<file path="src/rtl/ofs_plat_prim_ram_rd_arb.sv">
// Shared-read-port RAM controller: clears the RAM after reset, then arbitrates
// several read requesters round-robin onto one read port and returns each
// response to its owner after the fixed RAM read latency.

// Simple dual-port RAM: one write port and one read port. Read latency is
// 1 + N_OUTPUT_REG_STAGES. With BYPASS_FULL_PIPELINE set, a write to the
// address being read is forwarded into the read pipeline from the read
// cycle up to, but not including, the cycle the data is returned.
module ofs_plat_prim_ram_simple #(
    parameter int N_ENTRIES = 32,
    parameter int N_DATA_BITS = 64,
    parameter int N_OUTPUT_REG_STAGES = 0,
    parameter int BYPASS_FULL_PIPELINE = 0
) (
    input  logic                         clk,
    input  logic                         wen,
    input  logic [$clog2(N_ENTRIES)-1:0] waddr,
    input  logic [N_DATA_BITS-1:0]       wdata,
    input  logic [$clog2(N_ENTRIES)-1:0] raddr,
    output logic [N_DATA_BITS-1:0]       rdata
);
    localparam int AW = $clog2(N_ENTRIES);
    localparam int LAT = 1 + N_OUTPUT_REG_STAGES;

    logic [N_DATA_BITS-1:0] mem [N_ENTRIES];
    logic [N_DATA_BITS-1:0] data_q [LAT];
    logic [AW-1:0]          addr_q [LAT];

    // Storage write and read pipeline; each stage may pick up a write to its address.
    always_ff @(posedge clk) begin
        if (wen) mem[waddr] <= wdata;
        data_q[0] <= ((BYPASS_FULL_PIPELINE != 0) && wen && (waddr == raddr)) ? wdata : mem[raddr];
        addr_q[0] <= raddr;
        for (int j = 1; j < LAT; j++) begin
            data_q[j] <= ((BYPASS_FULL_PIPELINE != 0) && wen && (waddr == addr_q[j-1])) ?
                         wdata : data_q[j-1];
            addr_q[j] <= addr_q[j-1];
        end
    end

    assign rdata = data_q[LAT-1];
endmodule

// States:
//   state    | meaning
//   ST_INIT  | writing INIT_VALUE to every entry, reads and external writes blocked
//   ST_RUN   | initialization done; rdy follows one cycle later and stays high
module ofs_plat_prim_ram_rd_arb #(
    parameter int N_ENTRIES = 32,
    parameter int N_DATA_BITS = 64,
    parameter int N_READERS = 4,
    parameter int N_OUTPUT_REG_STAGES = 0,
    parameter int BYPASS_WRITES = 0,
    parameter logic [N_DATA_BITS-1:0] INIT_VALUE = '0
) (
    input  logic                                   clk,
    input  logic                                   reset,
    output logic                                   rdy,
    input  logic                                   wen,
    input  logic [$clog2(N_ENTRIES)-1:0]           waddr,
    input  logic [N_DATA_BITS-1:0]                 wdata,
    input  logic [N_READERS-1:0]                   rd_req,
    input  logic [N_READERS*$clog2(N_ENTRIES)-1:0] rd_addr,
    output logic [N_READERS-1:0]                   rd_grant,
    output logic [N_READERS-1:0]                   rsp_valid,
    output logic [N_DATA_BITS-1:0]                 rsp_data
);
    localparam int AW = $clog2(N_ENTRIES);
    localparam int IW = (N_READERS > 1) ? $clog2(N_READERS) : 1;
    localparam int LAT = 1 + N_OUTPUT_REG_STAGES;

    typedef enum logic {ST_INIT, ST_RUN} state_t;

    state_t               state;
    logic [AW-1:0]        init_addr;
    logic [IW-1:0]        rr_ptr;
    logic                 grant_any;
    logic [IW-1:0]        grant_idx;
    logic [LAT-1:0]       pipe_valid;
    logic [IW-1:0]        pipe_idx [LAT];
    logic [AW-1:0]        req_addr [N_READERS];

    logic                 ram_wen;
    logic [AW-1:0]        ram_waddr;
    logic [N_DATA_BITS-1:0] ram_wdata;
    logic [AW-1:0]        ram_raddr;
    logic [N_DATA_BITS-1:0] ram_rdata;

    for (genvar i = 0; i < N_READERS; i++) begin : g_addr
        assign req_addr[i] = rd_addr[i*AW +: AW];
    end

    // Init sweep and ready flag; RUN is terminal until the next reset.
    always_ff @(posedge clk or posedge reset) begin
        if (reset) begin
            state     <= ST_INIT;
            init_addr <= '0;
            rdy       <= 1'b0;
        end else begin
            case (state)
                ST_INIT: begin
                    init_addr <= init_addr + 1'b1;
                    if (init_addr == AW'(N_ENTRIES - 1)) state <= ST_RUN;
                end
                ST_RUN: rdy <= 1'b1;
                default: state <= ST_INIT;
            endcase
        end
    end

    // Round-robin search starting at rr_ptr; only while ready.
    always_comb begin
        logic [IW-1:0] cand;
        grant_any = 1'b0;
        grant_idx = '0;
        cand      = '0;
        if (rdy) begin
            for (int k = 0; k < N_READERS; k++) begin
                cand = IW'((int'(rr_ptr) + k) % N_READERS);
                if (!grant_any && rd_req[cand]) begin
                    grant_any = 1'b1;
                    grant_idx = cand;
                end
            end
        end
    end

    assign rd_grant  = grant_any ? (N_READERS'(1) << grant_idx) : '0;
    assign ram_raddr = req_addr[grant_idx];

    // Priority moves to the requester after the one just granted.
    always_ff @(posedge clk or posedge reset) begin
        if (reset) begin
            rr_ptr <= '0;
        end else if (grant_any) begin
            rr_ptr <= (int'(grant_idx) == N_READERS - 1) ? '0 : grant_idx + IW'(1);
        end
    end

    // Owner tracking for reads in flight, aligned with the RAM latency.
    always_ff @(posedge clk or posedge reset) begin
        if (reset) begin
            pipe_valid <= '0;
            for (int j = 0; j < LAT; j++) pipe_idx[j] <= '0;
        end else begin
            pipe_valid[0] <= grant_any;
            pipe_idx[0]   <= grant_idx;
            for (int j = 1; j < LAT; j++) begin
                pipe_valid[j] <= pipe_valid[j-1];
                pipe_idx[j]   <= pipe_idx[j-1];
            end
        end
    end

    assign rsp_valid = pipe_valid[LAT-1] ? (N_READERS'(1) << pipe_idx[LAT-1]) : '0;
    assign rsp_data  = ram_rdata;

    // The init sweep owns the write port; afterwards external writes pass only once ready.
    assign ram_wen   = (state == ST_INIT) || (rdy && wen);
    assign ram_waddr = (state == ST_INIT) ? init_addr : waddr;
    assign ram_wdata = (state == ST_INIT) ? INIT_VALUE : wdata;

    ofs_plat_prim_ram_simple #(
        .N_ENTRIES(N_ENTRIES),
        .N_DATA_BITS(N_DATA_BITS),
        .N_OUTPUT_REG_STAGES(N_OUTPUT_REG_STAGES),
        .BYPASS_FULL_PIPELINE(BYPASS_WRITES)
    ) ram (
        .clk(clk),
        .wen(ram_wen),
        .waddr(ram_waddr),
        .wdata(ram_wdata),
        .raddr(ram_raddr),
        .rdata(ram_rdata)
    );
endmodule

</file>
<file path="config.mk">
export PLATFORM = sky130hd
export DESIGN_NAME = ofs_plat_prim_ram_rd_arb
export DESIGN_NICKNAME = d
export VERILOG_FILES = /design/src/rtl/ofs_plat_prim_ram_rd_arb.sv
export SDC_FILE = /design/constraint.sdc
export NUM_CORES = 2
export LEC_CHECK = 0
export BUFFER_PORTS_ARGS = -buffer_cell sky130_fd_sc_hd__buf_2
export CAP_MARGIN = 20
export CORE_MARGIN = 2
export CORE_UTILIZATION = 35
export CTS_BUF_LIST = sky130_fd_sc_hd__clkbuf_8 sky130_fd_sc_hd__clkbuf_16
export DETAILED_ROUTE_END_ITERATION = 6
export PLACE_DENSITY = 0.48
export SYNTH_ARGS = -nofsm -noshare
export SYNTH_HDL_FRONTEND = slang
export SYNTH_HIERARCHICAL = 1
export SYNTH_SLANG_ARGS = --single-unit
</file>
<file path="constraint.sdc">
create_clock -name clk -period 11.95 [get_ports clk]
set_input_delay 0.5975 -clock clk [delete_from_list [all_inputs] [get_ports clk]]
set_output_delay 0.5975 -clock clk [all_outputs]
set_load 0.05 [all_outputs]
</file>
==> results by group <==
Status
  – Run status: finished, final reports clean

Logic synthesis
  – Mapped Nets: ~3300
  – Post-synth EDFFs: about 2000
  – Synthesized area: 80210 sq um
  – Top FF cell, synth: edfxtp_1
  – Netlist cell types: between 40 and 50
  – Yosys warnings: 6
  – Mapped Cells: roughly 3200
  – Post-synthesis sequential area ratio: 78.64%
  – Synth Area per Inst: around 25 sq um
  – Post-synthesis async set-or-reset flop share: less than 1%
  – FF+latch count, synth: roughly 2100

Route
  – Vias: between 30000 and 40000
  – DRC: 0
  – Routed WL per cell: around 33 um
  – Remaining antenna violation count: 0
  – Vias per cell: ~5.4
  – Iter 0 DRT Violations: 4262
  – Router iterations before antenna repair: 5
  – Final WL: between 200 and 250 mm

Setup path
  – CP Launch Point: rr_ptr[1]
  – Crit-path max FO: slightly above 40
  – CP Cell Sequence: a21oi_1 > o21a_1 > o221a_1 > buf_4 > mux4_4 > buf_4 > buf_4 > mux4_2 > mux4_2 > mux2_2
  – Setup CP Type: flip-flop to flip-flop
  – Max stage delay on crit path: about 980 ps
  – Critical Path End Type: flip-flop
  – Req. time, crit path: 12670 ps
  – Data arrival, critical path: 6130 ps
  – RR Startpoint: rr_ptr[1]
  – Startpoint types: flip-flop
  – Worst path most repeated cell: buf_4
  – CP max-delay cell: mux4_4

CTS
  – Inserted Clock Buffers: around 220
  – Root buffer cell: clkbuf_16
  – Post-cts resize count: 0
  – CTS Sinks: 2124
  – Worst-path clk slew: 60 ps
  – Clock tree buffer depth: 3
  – H-tree lvl count: 4
  – CTS tree: built
  – Clock Latency Late Sink: around 840 ps

Cells and area
  – Layout cell share with drive strength beyond 1: about a third
  – Core Util, Final: between 40% and 50%
  – Nets: around 3700
  – Synth-to-Final Area Change: 15.21%
  – Final instance area: around 90000 sq um

Die
  – Io pins: between 150 and 200
  – Row count: ~180
  – Core Region: 227700 sq um
  – Die Y: 482.7 um
  – Die Wd: around 480 um
  – Die ar.: ~230000 sq um
  – Initial Util: between 30% and 40%

Global routing
  – GRT met3 Usage: 3.340%
  – First-pass GRT wire length: roughly 300 mm
  – Most Used Layer, Global Route: met2
  – Number of global-route vias before repair: roughly 37000
  – Global Route Usage Sum: between 10% and 20%
  – Grt ovf: 0
  – Grt met2 use: between 20% and 30%
  – Antenna violations before repair: 13
  – Grt met1 use: ~28%
  – Maximum number of pins on one net before global-route repair: 110

Worst hold path
  – Hold path start: rd_req[3]
  – Worst min-delay path class: input port to flip-flop

STA
  – Hold Vio Cnt, Final: 0
  – Max-slew violations: 0
  – Setup_tns: 0 ps
  – Worst-Margin Slew: between 1000 and 1500 ps
  – Min Tclk post-route: 5411 ps
  – Final setup viols: 0
  – Fmax: 184.8 MHz
  – Relative slew slack: a little over a quarter
  – Worst Skew: about 48 ps
  – Tcrit/Tclk final: a little under half
  – RSZ-0062 raised after global routing: false
  – Setup WS post-layout: about 6500 ps

Placed design
  – Port bufs: around 170
  – DP Worst Slack: roughly 6100 ps
  – Post-DP Area: about 85000 sq um
  – Placer Congestion: between 0.7 and 0.8
  – HPWL Detailed: between 100 and 150 mm

Pwr
  – Design Power: about 20 mW
  – Pwr dens: roughly 210 nW/um^2
  – VDD IR-drop max: 0.1487 mV
  – Leak: between 20 and 30 nW

Flow run
  – Max Cap Viol: 0
sequential cells by signal (all words and copies together) (netlist names):
name and flops:
rr_ptr 2, state 1, pipe_idx 2, pipe_valid 1
rdy 1, ram/data_q 64, ram/mem 2048, init_addr 5
cell type report:
cell class                 instances  area [sq um]
fill                           19890        135300
sequential                      2124         63080
antenna                            4         10.01
tap                             3009          3765
multi-input combinational        942         16580
clock inverter                   177          1245
timing repair buffer             277          1962
clock buffer                     235          5746
inverter                           5         18.77
where the power goes:
group | switching [mW] | total, mW | internal (mW)
Sequential | 0.130 | 8.48 | 8.35
Clock | 2.86 | 6.62 | 3.77
Combinational | 2.41 | 4.45 | 2.04
Total | 5.40 | 19.6 | 14.2
path summary, 6_finish.rpt:
check | slack [ps] | depth (start not counted) | to
min | 220 | 2 | pipe_valid
min in group asynchronous | 310 | 3 | rr_ptr[1]
max | 6540 | 10 | ram/data_q[0][22]
max reg2reg | 6540 | 10 | ram/data_q[0][22]
min reg2reg | 500 | 1 | init_addr[3]
max in group asynchronous | 11270 | 3 | state
synth_stat cells (all sizes together), types with 2 or more instances:
master | count | share of area [%]
buf | 97 | 0.66
a22oi | 3 | 0.028
a221oi | 12 | 0.13
inv | 5 | 0.023
edfxtp | 2048 | 77
xnor2 | 3 | 0.033
and3 | 2 | 0.016
mux2i | 39 | 0.49
nand2b | 4 | 0.031
nand2 | 6 | 0.028
mux4 | 607 | 17
dfrtp | 12 | 0.37
o21ai | 9 | 0.056
o22ai | 10 | 0.078
o211ai | 3 | 0.028
o2bb2ai | 3 | 0.033
o31a | 3 | 0.033
a21oi | 3 | 0.019
clkbuf | 68 | 0.32
dfxtp | 64 | 1.6
nor2 | 44 | 0.21
a211oi | 3 | 0.028
ha | 6 | 0.094
mux2 | 82 | 1.2
or2 | 2 | 0.016
nand3 | 2 | 0.012
o221ai | 4 | 0.044
and2 | 72 | 0.56
nor2b | 4 | 0.031
or3b | 3 | 0.033
nand3b | 5 | 0.047
metal layers:
metal  wire (um)  share of wire [%]
met5          23              0.010
met4        3784                1.7
met3       13630                6.2
met2      102500                 46
met1      100800                 46
worst max-delay path, delay by kind of cell (launching register included):
family,cells,cell delay (ps)
compound gates,3,520
buf+inv,3,1830
flops,1,450
mux,4,2340
per-stage QoR:
step,cells,hold slack (ps)
final,6773,223.8
after global routing,6771,205.1
after CTS,6756,119.6
after detailed placement,6343,481.7
after global placement,6343,481.4
after floorplan,3236,455.1
logic make-up after synthesis:
kind of cell	after synthesis	synth area share [%]
buf+inv	170	0.9999
xor+xnor	3	0.03276
flops	2124	78.64
simple gates	148	1.023
fa+ha+maj	6	0.09359
mux	728	18.68
compound gates	57	0.5257
placed cells by master, fill, tap and decap left out, types with 5 or more instances in the layout:
master	n
nand2_1	6
buf_16	10
ha_1	6
a221oi_1	12
and2_1	72
o22ai_1	10
bufinv_16	15
clkbuf_8	12
buf_12	6
clkbuf_16	224
clkinv_2	25
edfxtp_1	2048
nor2_1	11
mux2i_1	39
inv_6	7
nor2_4	32
mux4_4	5
inv_1	66
buf_4	90
dfrtp_1	11
nand3b_1	5
mux4_2	602
clkinv_1	57
buf_2	168
o21ai_0	9
mux2_2	82
dfxtp_1	64
timing repair:
item | in CTS | in global routing
hold buffers | 1 | 0
endpoints found under the hold margin | 12 | 0
buffers inserted | 0 | 0
(Power assumes the default switching activity.)
